### src/rtl/lsu_pkg.sv
// Shared definitions for the load/store unit.
// Holds the RV32I load/store funct3 encodings, the sequencer state type,
// the byte-lane swap between little-endian words and memory lane order, and
// the legality/alignment check for an incoming request.
package lsu_pkg;

    localparam logic [2:0] F3_B  = 3'b000;
    localparam logic [2:0] F3_H  = 3'b001;
    localparam logic [2:0] F3_W  = 3'b010;
    localparam logic [2:0] F3_BU = 3'b100;
    localparam logic [2:0] F3_HU = 3'b101;

    typedef enum logic [2:0] {
        IDLE = 3'd0,
        RD   = 3'd1,
        WAIT = 3'd2,
        WR   = 3'd3,
        RESP = 3'd4,
        ERR  = 3'd5
    } lsu_state_e;

    // Memory lane k holds the byte at word offset k in bits [31-8k -: 8], so
    // converting between that order and a little-endian word reverses bytes.
    function automatic logic [31:0] lane_swap(input logic [31:0] w);
        return {w[7:0], w[15:8], w[23:16], w[31:24]};
    endfunction

    // High when the access must be rejected: unknown funct3 or misaligned.
    function automatic logic access_bad(input logic we, input logic [2:0] f3,
                                        input logic [1:0] off);
        logic bad;
        case (f3)
            F3_B:    bad = 1'b0;
            F3_H:    bad = off[0];
            F3_W:    bad = (off != 2'b00);
            F3_BU:   bad = we;
            F3_HU:   bad = we | off[0];
            default: bad = 1'b1;
        endcase
        return bad;
    endfunction

endpackage

### src/rtl/lsu_if.sv
// Bundle of the execute-stage request/response and data-memory signals.
// slave  : the load/store unit side.
// master : the environment side (core request source plus data memory).
interface lsu_if #(
    parameter int AW = 32,
    parameter int DW = 32
);
    logic          req_valid;
    logic          req_ready;
    logic          req_we;
    logic [2:0]    req_funct3;
    logic [AW-1:0] req_addr;
    logic [DW-1:0] req_wdata;
    logic          resp_valid;
    logic [DW-1:0] resp_rdata;
    logic          resp_err;
    logic [AW-1:0] mem_address;
    logic          mem_read;
    logic          mem_write;
    logic [DW-1:0] mem_wdata;
    logic [DW-1:0] mem_rdata;

    modport slave (
        input  req_valid, req_we, req_funct3, req_addr, req_wdata, mem_rdata,
        output req_ready, resp_valid, resp_rdata, resp_err,
               mem_address, mem_read, mem_write, mem_wdata
    );

    modport master (
        output req_valid, req_we, req_funct3, req_addr, req_wdata, mem_rdata,
        input  req_ready, resp_valid, resp_rdata, resp_err,
               mem_address, mem_read, mem_write, mem_wdata
    );
endinterface

### src/rtl/lsu_align.sv
// Combinational byte-lane logic for the load/store unit.
// Inputs : funct3, byte offset within the word, memory read word (lane
//          order) and the store data of the request.
// Outputs: load_data  - addressed byte/half/word, sign or zero extended;
//          store_word - memory word with only the addressed lane(s)
//                       replaced, in lane order, ready to be written back.
module lsu_align
    import lsu_pkg::*;
(
    input  logic [2:0]  funct3,
    input  logic [1:0]  offset,
    input  logic [31:0] mem_rdata,
    input  logic [31:0] req_wdata,
    output logic [31:0] load_data,
    output logic [31:0] store_word
);

    logic [31:0] le_word_s;
    logic [31:0] le_merged_s;
    logic [7:0]  byte_s;
    logic [15:0] half_s;

    assign le_word_s = lane_swap(mem_rdata);

    // Extract the addressed byte/half and extend it for the load result.
    always_comb begin
        byte_s = le_word_s[{offset, 3'b000} +: 8];
        half_s = le_word_s[{offset[1], 4'b0000} +: 16];
        case (funct3)
            F3_B:    load_data = {{24{byte_s[7]}}, byte_s};
            F3_H:    load_data = {{16{half_s[15]}}, half_s};
            F3_W:    load_data = le_word_s;
            F3_BU:   load_data = {24'h000000, byte_s};
            F3_HU:   load_data = {16'h0000, half_s};
            default: load_data = 32'h00000000;
        endcase
    end

    // Merge the store data into the word read back from memory.
    always_comb begin
        le_merged_s = le_word_s;
        case (funct3)
            F3_B:    le_merged_s[{offset, 3'b000} +: 8]     = req_wdata[7:0];
            F3_H:    le_merged_s[{offset[1], 4'b0000} +: 16] = req_wdata[15:0];
            default: le_merged_s = req_wdata;
        endcase
        store_word = lane_swap(le_merged_s);
    end

endmodule

### src/rtl/load_store_unit.sv
// Load/store sequencer between the execute stage and a word-wide data memory
// without byte enables.
// Ports: clk, rst_n (async active-low), bus (lsu_if.slave) carrying
//        req_* (request handshake), resp_* (completion pulse and data),
//        mem_* (word-aligned memory port with registered reads).
// Sub-word stores are performed as read-modify-write; illegal or misaligned
// requests are answered with resp_err and never touch memory.
module load_store_unit
    import lsu_pkg::*;
#(
    parameter int AW = 32,
    parameter int DW = 32
) (
    input logic  clk,
    input logic  rst_n,
    lsu_if.slave bus
);

    lsu_state_e    state_r;
    lsu_state_e    state_nx_s;
    logic          we_r;
    logic [2:0]    funct3_r;
    logic [AW-1:0] addr_r;
    logic [DW-1:0] wdata_r;
    logic [DW-1:0] resp_rdata_r;
    logic [DW-1:0] mem_wdata_r;
    logic          err_r;
    logic          accept_s;
    logic          bad_s;
    logic          is_sw_s;
    logic [DW-1:0] load_data_s;
    logic [DW-1:0] store_word_s;

    assign accept_s = (state_r == IDLE) && bus.req_valid;
    assign bad_s    = access_bad(bus.req_we, bus.req_funct3, bus.req_addr[1:0]);
    assign is_sw_s  = bus.req_we && (bus.req_funct3 == F3_W);

    lsu_align u_align (
        .funct3     (funct3_r),
        .offset     (addr_r[1:0]),
        .mem_rdata  (bus.mem_rdata),
        .req_wdata  (wdata_r),
        .load_data  (load_data_s),
        .store_word (store_word_s)
    );

    // State register.
    always_ff @(posedge clk or negedge rst_n) begin
        if (!rst_n) begin
            state_r <= IDLE;
        end else begin
            state_r <= state_nx_s;
        end
    end

    // Next-state decode; full words skip the read, sub-word stores do not.
    always_comb begin
        state_nx_s = state_r;
        case (state_r)
            IDLE: begin
                if (bus.req_valid) begin
                    if (bad_s) begin
                        state_nx_s = ERR;
                    end else if (is_sw_s) begin
                        state_nx_s = WR;
                    end else begin
                        state_nx_s = RD;
                    end
                end else begin
                    state_nx_s = IDLE;
                end
            end
            RD:      state_nx_s = WAIT;
            WAIT: begin
                if (we_r) begin
                    state_nx_s = WR;
                end else begin
                    state_nx_s = RESP;
                end
            end
            WR:      state_nx_s = RESP;
            RESP:    state_nx_s = IDLE;
            ERR:     state_nx_s = IDLE;
            default: state_nx_s = IDLE;
        endcase
    end

    // Request latch, write data and response registers. Response data and
    // error flag are only updated on the way into a response so they hold
    // their value until the next one.
    always_ff @(posedge clk or negedge rst_n) begin
        if (!rst_n) begin
            we_r         <= 1'b0;
            funct3_r     <= 3'b000;
            addr_r       <= {AW{1'b0}};
            wdata_r      <= {DW{1'b0}};
            resp_rdata_r <= {DW{1'b0}};
            mem_wdata_r  <= {DW{1'b0}};
            err_r        <= 1'b0;
        end else if (accept_s) begin
            we_r     <= bus.req_we;
            funct3_r <= bus.req_funct3;
            addr_r   <= bus.req_addr;
            wdata_r  <= bus.req_wdata;
            if (bad_s) begin
                err_r        <= 1'b1;
                resp_rdata_r <= {DW{1'b0}};
            end else if (is_sw_s) begin
                mem_wdata_r <= lane_swap(bus.req_wdata);
            end
        end else begin
            case (state_r)
                WAIT: begin
                    if (we_r) begin
                        mem_wdata_r <= store_word_s;
                    end else begin
                        resp_rdata_r <= load_data_s;
                        err_r        <= 1'b0;
                    end
                end
                WR: begin
                    resp_rdata_r <= {DW{1'b0}};
                    err_r        <= 1'b0;
                end
                default: begin
                end
            endcase
        end
    end

    assign bus.req_ready   = (state_r == IDLE);
    assign bus.resp_valid  = (state_r == RESP) || (state_r == ERR);
    assign bus.resp_err    = err_r;
    assign bus.resp_rdata  = resp_rdata_r;
    assign bus.mem_read    = (state_r == RD);
    assign bus.mem_write   = (state_r == WR);
    assign bus.mem_wdata   = mem_wdata_r;
    assign bus.mem_address = {addr_r[AW-1:2], 2'b00};

endmodule

### src/flat_wrapper.sv
// flat-port wrapper written by rule: the top's interface ports become plain ports
module load_store_unit_flat import lsu_pkg::*;
#(
    parameter int AW = 32,
    parameter int DW = 32
)
  (clk, rst_n, bus_req_valid, bus_req_we, bus_req_funct3, bus_req_addr, bus_req_wdata, bus_mem_rdata, bus_req_ready, bus_resp_valid, bus_resp_rdata, bus_resp_err, bus_mem_address, bus_mem_read, bus_mem_write, bus_mem_wdata);
  lsu_if #(.AW(AW), .DW(DW)) bus_i ();
  input logic clk;
  input logic rst_n;
  input wire logic [$bits(bus_i.req_valid)-1:0] bus_req_valid;
  input wire logic [$bits(bus_i.req_we)-1:0] bus_req_we;
  input wire logic [$bits(bus_i.req_funct3)-1:0] bus_req_funct3;
  input wire logic [$bits(bus_i.req_addr)-1:0] bus_req_addr;
  input wire logic [$bits(bus_i.req_wdata)-1:0] bus_req_wdata;
  input wire logic [$bits(bus_i.mem_rdata)-1:0] bus_mem_rdata;
  output wire logic [$bits(bus_i.req_ready)-1:0] bus_req_ready;
  output wire logic [$bits(bus_i.resp_valid)-1:0] bus_resp_valid;
  output wire logic [$bits(bus_i.resp_rdata)-1:0] bus_resp_rdata;
  output wire logic [$bits(bus_i.resp_err)-1:0] bus_resp_err;
  output wire logic [$bits(bus_i.mem_address)-1:0] bus_mem_address;
  output wire logic [$bits(bus_i.mem_read)-1:0] bus_mem_read;
  output wire logic [$bits(bus_i.mem_write)-1:0] bus_mem_write;
  output wire logic [$bits(bus_i.mem_wdata)-1:0] bus_mem_wdata;
  assign bus_i.req_valid = bus_req_valid;
  assign bus_i.req_we = bus_req_we;
  assign bus_i.req_funct3 = bus_req_funct3;
  assign bus_i.req_addr = bus_req_addr;
  assign bus_i.req_wdata = bus_req_wdata;
  assign bus_i.mem_rdata = bus_mem_rdata;
  assign bus_req_ready = bus_i.req_ready;
  assign bus_resp_valid = bus_i.resp_valid;
  assign bus_resp_rdata = bus_i.resp_rdata;
  assign bus_resp_err = bus_i.resp_err;
  assign bus_mem_address = bus_i.mem_address;
  assign bus_mem_read = bus_i.mem_read;
  assign bus_mem_write = bus_i.mem_write;
  assign bus_mem_wdata = bus_i.mem_wdata;
  load_store_unit #(.AW(AW), .DW(DW)) u_core (.clk(clk), .rst_n(rst_n), .bus(bus_i));
endmodule
### config.mk
export PLATFORM = sky130hd
export DESIGN_NAME = load_store_unit_flat
export DESIGN_NICKNAME = d
export VERILOG_FILES = /design/src/rtl/lsu_pkg.sv /design/src/rtl/lsu_if.sv /design/src/rtl/lsu_align.sv /design/src/rtl/load_store_unit.sv /design/src/flat_wrapper.sv
export SDC_FILE = /design/constraint.sdc
export NUM_CORES = 1
export LEC_CHECK = 0
export CAP_MARGIN = 20
export CORE_UTILIZATION = 49
export CTS_BUF_LIST = sky130_fd_sc_hd__clkbuf_16
export CTS_CLUSTER_SIZE = 28
export DETAILED_ROUTE_END_ITERATION = 10
export PLACE_DENSITY = 0.9
export SETUP_SLACK_MARGIN = 0.3
export SYNTH_ARGS = -nofsm -noshare
export SYNTH_HDL_FRONTEND = slang
export SYNTH_HIERARCHICAL = 1
export SYNTH_SLANG_ARGS = --single-unit
### constraint.sdc
create_clock -name clk -period 2.7 [get_ports clk]
set_input_delay 0.27 -clock clk [delete_from_list [all_inputs] [get_ports clk]]
set_output_delay 0.27 -clock clk [all_outputs]
set_load 0.01 [all_outputs]
==> key figures <==
Floorplanning
  • Core region area: 14800 sq um
  • Die H: 126 microns
  • I/O Pins: 204
  • Num rows: 44
  • Die area: 15900 sq um
  • Chip Width: 126 microns
  • Initial Util: 0.511

Power and ir drop
  • Clk pwr share: 0.186
  • Share of power burned in registers: 0.290
  • Internal power: 0.00751 W
  • P per Cell Area: 1230 nW/um^2
  • Combinational power share: 0.524
  • Max IR drop VDD: 620 uV
  • Psw: 0.00490 W
  • Leak: 4.77 nW
  • Switching share of power: 0.395

Routing
  • Via density per instance: 5.68
  • Wire per inst: 17.9 microns
  • Initial DRC Count: 690
  • Initial DRT Pass Iterations: 5
  • Routed vias: 6896
  • Remaining DRCs: 0
  • Final wirelength: 21700 microns
  • Antenna Nets Post-Route: 0

Clock tree
  • CTS root buf: clkbuf_16
  • Clk sink count: 136
  • Post-CTS setup buffer count: 0
  • Clock Path Buffers: 2
  • H-tree depth: 4
  • CTS tree: built
  • Clk_lat worst skew: 0.43 ns
  • CTS buffer count: 17
  • Clock Pin Slew Worst Setup and Hold Paths: 0.06 ns

Synthesis
  • FFs w/ async S/R, synth: 1.00
  • Avg Cell Area, Syn: 8.72 sq um
  • Top cell type's share of synthesized area: 0.451
  • Biggest area consumer among synthesized cells: dfrtp_1
  • Synthesized netlist cell count: 865
  • Top_reg_cell synth: dfrtp_1
  • Number of synthesized register bits: 136
  • Post-synthesis sequential area ratio: 0.451
  • Netlist cell types: 45
  • Top post-synthesis cells by area: dfrtp_1, nand2_1, mux2_4, o21ai_0, buf_4
  • Synthesized area: 7540 sq um
  • Synth Warn #: 6
  • Post-synth EDFFs: 0

STA
  • Normalized max-slew margin: 0.337
  • Final setup TNS: 0 ns
  • Endpoints failing hold: 0
  • Max Fclk: 0.429 GHz
  • Fin crit period: 2.33 ns
  • Fin crit share: 0.864
  • Final setup vio count: 0
  • Final hold slack: 0.304 ns
  • Clk_skew: 0.0103 ns
  • RSZ-0062 raised after global routing: no
  • Worst-margin pin slew: 0.995 ns
  • Fin. max-slew vios: 0

Critical path
  • Crit path capture type: flop
  • CP bufs+invs: 1
  • CP Cell Sequence: or2_2 > buf_4 > a221oi_1 > o22ai_1 > nand2_1 > nand2_1 > mux2_2
  • CP Launch Type: flop
  • Critical path's slowest cell: or2_2
  • Critical Path Max Stage Delay: 0.51 ns
  • Worst reg2reg path depth: 7
  • Critical Path AT: 2.65 ns
  • Largest delay share family, worst path: simple AND/OR/NAND/NOR gates
  • Critical path data required time: 3.01 ns
  • CP Class: reg2reg
  • Top cell by count, worst path: nand2_1
  • Worst path depth: 7
  • Crit path max fanout: 25

Flow run
  • Max-Cap Viols: 0

Layout
  • Final #Nets: 1126
  • Antenna diodes: 0
  • Area grow syn2layout: 34.0%
  • Layout fillers: 1121
  • Share of cells above drive strength 1: 0.104

Min path
  • Tightest Hold Check Type: in2async

GRT
  • Largest net degree at the start of global routing: 73
  • GR Util All Layers: 0.287
  • First-pass GRT wire length: 35500 microns
  • Global route overflow: 0
  • Number of global-route vias before repair: 6855
  • Initial antenna violation count: 0

Placement
  • IO buf count: 201
  • Hpwl dp: 15500 microns
  • Routability Congestion: 0.927

Run status
  • Outcome: finished clean
==> power groups by stage <==
stage	Sequential [W]	Clock, W	Combinational (W)
4_1_cts	0.00358	0.00235	0.00644
6_report	0.00360	0.00231	0.00650
2_1_floorplan	0.00360	0	0.00413
3_3_place_gp	0.00356	0	0.00620
5_1_grt	0.00370	0.00244	0.00711
3_5_place_dp	0.00359	0	0.00638
==> state kept, by name, summed over array words and instances (netlist names) <==
name and count:
u_core/addr_r 32, u_core/bus.mem_wdata 32, u_core/bus.resp_err 1, u_core/bus.resp_rdata 32, u_core/funct3_r 3, u_core/state_r 3, u_core/wdata_r 32, u_core/we_r 1
==> area by class of cell <==
class                           instances  area (sq um)  area share
Multi-Input combinational cell        635          3630       0.360
Tap cell                              184           230      0.0228
Inverter                                5          18.8     0.00186
Timing Repair Buffer                  223          2230       0.221
Clock buffer                           17           425      0.0421
Sequential cell                       136          3400       0.337
Clock inverter                         15           161      0.0160
==> stage by stage <==
step / std cells / setup slack (ns) / utilization / cell area, sq um / total power [W]
6_report: 1215 / 0.367 / 0.685 / 10100 / 0.0124
5_1_grt: 1215 / 0.330 / 0.685 / 10100 / 0.0132
4_1_cts: 1215 / 0.372 / 0.684 / 10100 / 0.0124
3_5_place_dp: 1182 / 0.239 / 0.643 / 9490 / 0.00997
3_3_place_gp: 1182 / 0.276 / 0.643 / 9490 / 0.00976
2_1_floorplan: 866 / 0.396 / - / 7550 / 0.00773
==> routing by layer <==
layer  share of wire  vias up  GRT usage  wire length (microns)
met5               0        -          0                      0
li1                -     3169          -                      -
met1            0.41     3282      0.372                   8980
met2            0.45      369      0.443                   9860
met4           0.037        0      0.137                    793
met3           0.095       76     0.0828                   2070
==> cell usage after synthesis, types with 8 or more instances <==
| cell type | number |
|---|---|
| nand2_1 | 356 |
| dfrtp_1 | 136 |
| o21ai_0 | 52 |
| clkbuf_1 | 41 |
| buf_4 | 32 |
| mux2_4 | 29 |
| nor2_1 | 26 |
| a221o_1 | 23 |
| mux2i_1 | 18 |
| a22o_1 | 16 |
| mux2_2 | 14 |
| nor2b_1 | 14 |
| nand2b_1 | 12 |
| nor3_1 | 11 |
| o22ai_1 | 9 |
| a211o_1 | 8 |
| a21oi_1 | 8 |
| a221oi_1 | 8 |
| buf_2 | 8 |
==> path summary, 6_finish.rpt <==
path / from / to / slack (ns)
worst max register to register: u_core/funct3_r[2] / u_core/bus.mem_wdata[0] / 0.37
worst max-delay path: u_core/funct3_r[2] / u_core/bus.mem_wdata[0] / 0.37
worst min register to register: u_core/addr_r[26] / u_core/addr_r[26] / 0.47
worst min-delay path: rst_n / u_core/bus.resp_rdata[12] / 0.30
max in group asynchronous: rst_n / u_core/bus.mem_wdata[31] / 1.66
min in group clk: bus_req_addr[16] / u_core/addr_r[16] / 0.36
==> cell families (layout without fill, tap and decap cells) <==
| group | after synthesis | after routing | share of synthesized area |
|---|---|---|---|
| AOI/OAI and AO/OA | 131 | 131 | 0.123 |
| adders and majority gates | 5 | 5 | 0.00830 |
| buffers and inverters | 95 | 260 | 0.0740 |
| DFF | 136 | 136 | 0.451 |
| muxes | 62 | 62 | 0.106 |
| other | 1 | 2 | 0.000497 |
| and+or+nand+nor | 435 | 435 | 0.237 |
==> timing repair <==
item                                   in CTS  in global routing
endpoints found under the hold margin      36                  0
gates resized for setup                     1                  2
hold buffers                                1                  0
setup endpoints to repair                   8                  7
==> cell usage in the layout, fill, tap and decap left out, types with 9 or more instances in the layout <==
| cell type | instances |
|---|---|
| a221o_1 | 23 |
| mux2_2 | 14 |
| a22o_1 | 16 |
| clkdlybuf4s50_1 | 200 |
| dfrtp_1 | 136 |
| mux2i_1 | 18 |
| buf_4 | 17 |
| nand2b_1 | 12 |
| clkbuf_16 | 17 |
| o22ai_1 | 9 |
| nand2_1 | 356 |
| nor2_1 | 26 |
| nor3_1 | 10 |
| o21ai_0 | 52 |
| nor2b_1 | 13 |
| mux2_4 | 29 |
Power figures use the tool's default switching activity.
